File: config.mk
export PLATFORM = sky130hd
export DESIGN_NAME = kitchen_timer_sequencer_flat
export DESIGN_NICKNAME = d
export VERILOG_FILES = /design/src/rtl/kitchen_timer_sequencer_if.sv /design/src/rtl/kitchen_timer_sequencer.sv /design/src/flat_wrapper.sv
export SDC_FILE = /design/constraint.sdc
export NUM_CORES = 1
export LEC_CHECK = 0
export BUFFER_PORTS_ARGS = -buffer_cell sky130_fd_sc_hd__buf_2
export CAP_MARGIN = 20
export CORE_UTILIZATION = 51
export CTS_BUF_LIST = sky130_fd_sc_hd__clkbuf_4
export CTS_CLUSTER_DIAMETER = 120
export DETAILED_ROUTE_END_ITERATION = 8
export PLACE_DENSITY = 0.89
export SETUP_SLACK_MARGIN = 0.1
export SKIP_LAST_GASP = 1
export SYNTH_ARGS = -nofsm -noshare
export SYNTH_HDL_FRONTEND = slang
export SYNTH_SLANG_ARGS = --single-unit
File: constraint.sdc
create_clock -name clk -period 1.7 [get_ports clk]
set_input_delay 0.425 -clock clk [delete_from_list [all_inputs] [get_ports clk]]
set_output_delay 0.425 -clock clk [all_outputs]
set_load 0.05 [all_outputs]
File: src/rtl/kitchen_timer_sequencer_if.sv
// Bus between the step sequencer and its host: program port, run controls,
// timer-core command pulses and status.
interface kitchen_timer_sequencer_if #(
  parameter int IDX_W = 2
) ();
  logic             prog_we;
  logic [IDX_W-1:0] prog_addr;
  logic [1:0]       prog_data;
  logic             run;
  logic             pause;
  logic             abort;
  logic             alarm_in;
  logic             tmr_mode_1min;
  logic             tmr_mode_2min;
  logic             tmr_mode_3min;
  logic             tmr_start;
  logic             tmr_stop;
  logic [IDX_W-1:0] step_idx;
  logic             busy;
  logic             paused;
  logic             done;

  modport master (
    output prog_we, prog_addr, prog_data, run, pause, abort, alarm_in,
    input  tmr_mode_1min, tmr_mode_2min, tmr_mode_3min, tmr_start, tmr_stop,
    input  step_idx, busy, paused, done
  );

  modport slave (
    input  prog_we, prog_addr, prog_data, run, pause, abort, alarm_in,
    output tmr_mode_1min, tmr_mode_2min, tmr_mode_3min, tmr_start, tmr_stop,
    output step_idx, busy, paused, done
  );
endinterface

File: src/rtl/kitchen_timer_sequencer.sv
// Runs a short program of 1/2/3-minute countdown steps on the timer core,
// issuing mode/start/stop pulses and advancing on each alarm rising edge.
module kitchen_timer_sequencer #(
  parameter int NUM_STEPS = 4,
  parameter int IDX_W     = 2,
  parameter int SETTLE    = 2
) (
  input  logic                        clk,
  input  logic                        reset_n,
  kitchen_timer_sequencer_if.slave    bus
);
  localparam int               CNT_W    = (SETTLE > 1) ? $clog2(SETTLE) : 1;
  localparam int               DEPTH    = 1 << IDX_W;
  localparam logic [IDX_W-1:0] LAST_IDX = IDX_W'(NUM_STEPS - 1);

  typedef enum logic [2:0] {
    S_IDLE, S_LOAD, S_SETTLE, S_START, S_RUN, S_PAUSED
  } state_t;

  state_t           state_q, state_d;
  // Storage is padded to a power of two; slots past the program depth are
  // never reached because the last-step test checks the index first.
  logic [1:0]       slot_q [DEPTH];
  logic [1:0]       slot_d [DEPTH];
  logic [IDX_W-1:0] idx_q, idx_d, nxt_idx;
  logic [CNT_W-1:0] cnt_q, cnt_d;
  logic             alarm_q, alarm_edge, last_step;
  logic [1:0]       mode_code;
  logic             mode1_q, mode2_q, mode3_q, start_q, stop_q, done_q, busy_q, paused_q;
  logic             mode1_d, mode2_d, mode3_d, start_d, stop_d, done_d, busy_d, paused_d;

  assign alarm_edge = bus.alarm_in & ~alarm_q;
  assign nxt_idx    = idx_q + IDX_W'(1);
  assign last_step  = (idx_q == LAST_IDX) || (slot_q[nxt_idx] == 2'b00);

  always_comb begin
    slot_d = slot_q;
    if (state_q == S_IDLE && bus.prog_we) begin
      slot_d[bus.prog_addr] = bus.prog_data;
    end
  end

  always_comb begin
    state_d   = state_q;
    idx_d     = idx_q;
    cnt_d     = cnt_q;
    mode_code = 2'b00;
    start_d   = 1'b0;
    stop_d    = 1'b0;
    done_d    = 1'b0;
    unique case (state_q)
      S_IDLE: begin
        // A run level still high in the done cycle must not relaunch.
        if (bus.run && !done_q) begin
          if (slot_q[0] == 2'b00) begin
            done_d = 1'b1;
          end else begin
            idx_d     = '0;
            mode_code = slot_q[0];
            state_d   = S_LOAD;
          end
        end
      end
      S_LOAD: begin
        cnt_d   = CNT_W'(SETTLE - 1);
        state_d = S_SETTLE;
      end
      S_SETTLE: begin
        if (cnt_q == '0) begin
          start_d = 1'b1;
          state_d = S_START;
        end else begin
          cnt_d = cnt_q - CNT_W'(1);
        end
      end
      S_START: state_d = S_RUN;
      S_RUN: begin
        if (alarm_edge) begin
          if (last_step) begin
            idx_d   = '0;
            done_d  = 1'b1;
            state_d = S_IDLE;
          end else begin
            idx_d     = nxt_idx;
            mode_code = slot_q[nxt_idx];
            state_d   = S_LOAD;
          end
        end else if (bus.pause) begin
          stop_d  = 1'b1;
          state_d = S_PAUSED;
        end
      end
      S_PAUSED: begin
        if (bus.run) begin
          start_d = 1'b1;
          state_d = S_RUN;
        end
      end
      default: state_d = S_IDLE;
    endcase
    // Abort overrides every other action once a program is active.
    if (state_q != S_IDLE && bus.abort) begin
      state_d   = S_IDLE;
      idx_d     = '0;
      cnt_d     = '0;
      mode_code = 2'b00;
      start_d   = 1'b0;
      done_d    = 1'b0;
      stop_d    = 1'b1;
    end
  end

  always_comb begin
    mode1_d  = (mode_code == 2'b01);
    mode2_d  = (mode_code == 2'b10);
    mode3_d  = (mode_code == 2'b11);
    busy_d   = (state_d != S_IDLE);
    paused_d = (state_d == S_PAUSED);
  end

  always_ff @(posedge clk or negedge reset_n) begin
    if (!reset_n) begin
      state_q  <= S_IDLE;
      idx_q    <= '0;
      cnt_q    <= '0;
      alarm_q  <= 1'b0;
      mode1_q  <= 1'b0;
      mode2_q  <= 1'b0;
      mode3_q  <= 1'b0;
      start_q  <= 1'b0;
      stop_q   <= 1'b0;
      done_q   <= 1'b0;
      busy_q   <= 1'b0;
      paused_q <= 1'b0;
      for (int i = 0; i < DEPTH; i++) begin
        slot_q[i] <= 2'b00;
      end
    end else begin
      state_q  <= state_d;
      idx_q    <= idx_d;
      cnt_q    <= cnt_d;
      alarm_q  <= bus.alarm_in;
      mode1_q  <= mode1_d;
      mode2_q  <= mode2_d;
      mode3_q  <= mode3_d;
      start_q  <= start_d;
      stop_q   <= stop_d;
      done_q   <= done_d;
      busy_q   <= busy_d;
      paused_q <= paused_d;
      slot_q   <= slot_d;
    end
  end

  assign bus.tmr_mode_1min = mode1_q;
  assign bus.tmr_mode_2min = mode2_q;
  assign bus.tmr_mode_3min = mode3_q;
  assign bus.tmr_start     = start_q;
  assign bus.tmr_stop      = stop_q;
  assign bus.step_idx      = idx_q;
  assign bus.busy          = busy_q;
  assign bus.paused        = paused_q;
  assign bus.done          = done_q;
endmodule

File: src/flat_wrapper.sv
// flat-port wrapper written by rule: the top's interface ports become plain ports
module kitchen_timer_sequencer_flat 
#(
  parameter int NUM_STEPS = 4,
  parameter int IDX_W     = 2,
  parameter int SETTLE    = 2
)
  (clk, reset_n, bus_prog_we, bus_prog_addr, bus_prog_data, bus_run, bus_pause, bus_abort, bus_alarm_in, bus_tmr_mode_1min, bus_tmr_mode_2min, bus_tmr_mode_3min, bus_tmr_start, bus_tmr_stop, bus_step_idx, bus_busy, bus_paused, bus_done);
  kitchen_timer_sequencer_if #(.IDX_W(IDX_W)) bus_i ();
  input  logic clk;
  input  logic reset_n;
  input wire logic [$bits(bus_i.prog_we)-1:0] bus_prog_we;
  input wire logic [$bits(bus_i.prog_addr)-1:0] bus_prog_addr;
  input wire logic [$bits(bus_i.prog_data)-1:0] bus_prog_data;
  input wire logic [$bits(bus_i.run)-1:0] bus_run;
  input wire logic [$bits(bus_i.pause)-1:0] bus_pause;
  input wire logic [$bits(bus_i.abort)-1:0] bus_abort;
  input wire logic [$bits(bus_i.alarm_in)-1:0] bus_alarm_in;
  output wire logic [$bits(bus_i.tmr_mode_1min)-1:0] bus_tmr_mode_1min;
  output wire logic [$bits(bus_i.tmr_mode_2min)-1:0] bus_tmr_mode_2min;
  output wire logic [$bits(bus_i.tmr_mode_3min)-1:0] bus_tmr_mode_3min;
  output wire logic [$bits(bus_i.tmr_start)-1:0] bus_tmr_start;
  output wire logic [$bits(bus_i.tmr_stop)-1:0] bus_tmr_stop;
  output wire logic [$bits(bus_i.step_idx)-1:0] bus_step_idx;
  output wire logic [$bits(bus_i.busy)-1:0] bus_busy;
  output wire logic [$bits(bus_i.paused)-1:0] bus_paused;
  output wire logic [$bits(bus_i.done)-1:0] bus_done;
  assign bus_i.prog_we = bus_prog_we;
  assign bus_i.prog_addr = bus_prog_addr;
  assign bus_i.prog_data = bus_prog_data;
  assign bus_i.run = bus_run;
  assign bus_i.pause = bus_pause;
  assign bus_i.abort = bus_abort;
  assign bus_i.alarm_in = bus_alarm_in;
  assign bus_tmr_mode_1min = bus_i.tmr_mode_1min;
  assign bus_tmr_mode_2min = bus_i.tmr_mode_2min;
  assign bus_tmr_mode_3min = bus_i.tmr_mode_3min;
  assign bus_tmr_start = bus_i.tmr_start;
  assign bus_tmr_stop = bus_i.tmr_stop;
  assign bus_step_idx = bus_i.step_idx;
  assign bus_busy = bus_i.busy;
  assign bus_paused = bus_i.paused;
  assign bus_done = bus_i.done;
  kitchen_timer_sequencer #(.NUM_STEPS(NUM_STEPS), .IDX_W(IDX_W), .SETTLE(SETTLE)) u_core (.clk(clk), .reset_n(reset_n), .bus(bus_i));
endmodule
==> flow_results.org <==
** Placement
- Placed instance count :: 155
- HPWL reported at the end of detailed placement :: 1830 um
- Number of buffer cells added on primary ports :: 20
- Final Wtd Congestion :: 0.738
- Post-placement setup slack :: -47.0 ps

** Global routing
- Wire length of the first global-routing pass :: 4150 um
- Total grt overflow :: 0
- Global-route met1 utilization :: 28.3%
- For this run, the total global-route usage over all layers was measured as 22.7%.
- GR met2 Demand/Resource :: 39.0%
- Via count of the first global-routing pass :: 903
- The layer flagged by global routing as most heavily used is met2.
- Entering global routing, the biggest net connects 24 pins.
- Met3 Use GR :: 4.01%
- Number of antenna violations at the first check in global routing :: 0

** CTS
- Clock insertion delay at the later pin of the skew report :: 320 ps
- Clock tree from TritonCTS :: yes
- CTS clock-pin slew for the worst setup and hold paths :: 110 ps
- Counting every sink on the clock net gives 23.
- Hold-fix buffers, CTS :: 0
- Number of buffers on the longest clock path :: 2
- CTS built an H-tree with a depth of 1.
- TritonCTS Buffers :: 3
- Root Buffer Master :: clkbuf_4

** Finish
- Nets :: 155
- Diodes inserted :: 0
- In the final layout, the share of cells above drive strength 1 is 51.4%.
- Count of fill cells added during filler insertion :: 138
- Total area of multi-input combinational cells :: 657 um^2
- Area Overhead vs Synth :: 34.2%
- In the final layout, flip-flops and latches occupy 584 um^2.
- Non-filler instance count after layout :: 169

** Power and ir drop
- VDD sags by at most 0.00121 V.
- Relative contribution of sequential cells to total power :: 36.4%
- The analysis attributes to net switching a power of 1.04 mW.
- Total internal power :: 1.44 mW
- Power share of the clock group :: 10.7%
- In this run switching power makes up 41.9% of total power.
- The design draws 2.48 mW.
- Total power divided by cell area :: 1580 nW/um^2
- The analysis attributes to cell leakage a power of 0.711 nW.
- Combinational logic burns 52.9% of the power.

** Floorplan
- From bottom edge to top edge, the die measures 49.9 um.
- During I/O placement, the number of pins put on the boundary was 21.
- X dimension of the die :: 49.9 um
- Effective utilization at floorplan :: 56.9%
- After floorplanning, the core was divided into 16 placement rows.
- Full die area :: 2490 um^2
- Placeable Area :: 2060 um^2

** Route
- The final route contains 982 vias.
- In this run, the number of DRC markers left after iteration 0 of detailed routing was 34.
- In the routed design, unresolved DRC markers number 0.
- Before antenna repair, the detailed router went through 4 iterations.
- After detailed routing, the average wire length per cell comes to 16.6 um.
- Summed over all layers, the routed wires come to 2800 um.
- In this run the remaining antenna-violating nets after routing total 0.
- Using the TritonRoute via totals, the vias-per-cell ratio works out to 5.81.

** STA
- Worst Setup Slack, final :: -76.3 ps
- On the final layout, the worst clock skew is 3.51 ps.
- Static timing analysis puts the maximum clock frequency at 563 MHz.
- The worst pin sits at a relative slew slack of 64.9%.
- Final hold vios :: 0
- Max-slew violations :: 0
- Count of final setup violators :: 7
- Counting I/O delays and the setup requirement, the final critical path takes 1780 ps.
- Unrepaired setup endpoints after global routing :: true
- Worst Tran Pin Value :: 524 ps
- Across all hold checks on the routed design, the worst slack comes to 58.3 ps.
- Tcrit/Tclk final :: 104%

** Logic synthesis
- Synthesized-area fraction occupied by xor and xnor cells :: 1.49%
- Main synth FF type :: dfrtp_1
- Unique masters post-synth :: 38
- Post-synth design cell area :: 1170 um^2
- Summing the areas of all compound-gate instances in the mapped netlist gives 12.0% of the synthesized area.
- The number of nets handed over by synthesis was 117.
- Yosys reg bits :: 23
- Avg Cell Area, Syn :: 11.2 um^2
- In the synthesized netlist the async set-or-reset flop fraction comes to 100%.
- The synthesized netlist devotes 1.07% of its cell area to adder and majority cells.
- Proportion of netlist area held by the largest area contributor :: 49.1%
- In the synthesized netlist, the cells that appear most often are dfrtp_1, mux2_2, nand3_1.
- By instance count, the leading cell after synthesis is dfrtp_1.
- Dominant combinational cell family by area after synthesis :: simple AND/OR/NAND/NOR gates
- The synthesized netlist devotes 19.5% of its cell area to simple gates.
- The synthesized design spends more area on one cell type than any other, namely dfrtp_1.
- Synth top area cells :: dfrtp_1, mux2_2, mux4_2
- The Yosys step of the flow raised 0 warnings.
- Sequential share of the synthesized area :: 49.1%
- Counting flops with a built-in enable in the synthesized netlist gives 0.
- Synthesis produced 105 cells.
- Multiplexer cells account for 13.2% of the synthesized area.

** Worst setup path
- Nature of the critical path endpoint :: flip-flop
- In this run the worst setup path begins at u_core.bus.step_idx[0].
- Peak fanout along the critical path :: 4
- The worst register-to-register path begins at u_core.bus.step_idx[0].
- Required time of the critical path :: 1910 ps
- STA puts the critical path data arrival time at 1980 ps.
- The worst setup path is launched from a flip-flop.
- The critical path is of the reg2reg type.

** Status
- The checks that failed: negative setup slack.
- Result of the run :: finished with violations

** Worst hold path
- Worst hold path class :: in2async

** Run
- Across the run, the number of max-cap violations was 0.
logic make-up after synthesis:
logic type | Yosys count
muxes | 12
AOI/OAI and AO/OA | 20
buffers and inverters | 10
DFF | 23
and+or+nand+nor | 37
xor gates and xnor gates | 2
adders and majority gates | 1
registers in the layout (all words and copies together) (netlist names):
| signal | flops |
|---|---|
| u_core.slot_q | 8 |
| u_core.bus.paused | 1 |
| u_core.bus.tmr_mode_2min | 1 |
| u_core.bus.busy | 1 |
| u_core.bus.tmr_stop | 1 |
| u_core.bus.tmr_mode_3min | 1 |
| u_core.bus.tmr_start | 1 |
| u_core.bus.tmr_mode_1min | 1 |
| u_core.cnt_q | 1 |
| u_core.alarm_q | 1 |
| u_core.bus.done | 1 |
| u_core.state_q | 3 |
| u_core.bus.step_idx | 2 |
metal layers:
layer / up-vias / routed length [um]
li1: 458 / -
met1: 484 / 1130
met2: 33 / 1510
met3: 7 / 100
met4: 0 / 59
met5: - / 0
what timing repair did:
action / 4_1_cts / 5_1_grt
endpoints found under the hold margin: 0 / 0
resized for setup: 1 / 22
buffers inserted: 3 / 7
pin swaps: 3 / 5
endpoints found under the setup margin: 17 / 18
through the flow:
stage	setup TNS, ps	cell area, um^2	util [%]
finish	-307	1570	76.3
floorplan	-144	1200	-
CTS	-70.0	1430	69.3
global route	-744	1570	76.3
detailed placement	-92.9	1380	66.7
global placement	0	1380	66.7
cells in the final DEF (no fill, tap or decap), types with 3 or more instances in the layout:
| cell | count |
|---|---|
| a21oi_1 | 3 |
| buf_2 | 19 |
| buf_4 | 16 |
| buf_6 | 3 |
| clkbuf_4 | 4 |
| dfrtp_1 | 18 |
| dfrtp_2 | 4 |
| inv_1 | 5 |
| mux2_2 | 8 |
| nand2_1 | 4 |
| nand3_1 | 4 |
| nand4b_1 | 3 |
| nor2_1 | 4 |
| o21ai_0 | 4 |
final timing paths:
check                      cells past startpoint                      to  slack, ps
hold / removal                                 1         u_core.bus.done         60
min in group clk                               1          u_core.alarm_q        230
hold reg to reg                                2            u_core.cnt_q        510
setup reg to reg                               5         u_core.bus.busy        -80
setup / recovery                               5         u_core.bus.busy        -80
max in group asynchronous                      1  u_core.bus.step_idx[0]       1260
power groups by stage:
stage                     combinational (mW)  clock, mW  sequential, mW
after floorplan                        0.638          0            1.01
after global placement                 0.973          0           0.880
after detailed placement                1.02          0           0.894
after CTS                               1.03      0.274           0.881
after global routing                    1.39      0.289           0.930
final                                   1.31      0.265           0.903
cell type report:
class                   count  share of cell area [%]
well taps                  27                    2.15
flip-flops and latches     23                    37.2
clock buffers               4                    1.91
multi-input cells          72                    41.8
inverters                   5                    1.19
repair buffers             38                    15.8
critical path, cell delays in order, from the launching register on:
cell,delay [ps]
dfrtp_4,520
ha_4,290
mux4_2,350
nor2_4,170
nor3_2,60
a221o_1,270
Power figures use the tool's default switching activity.
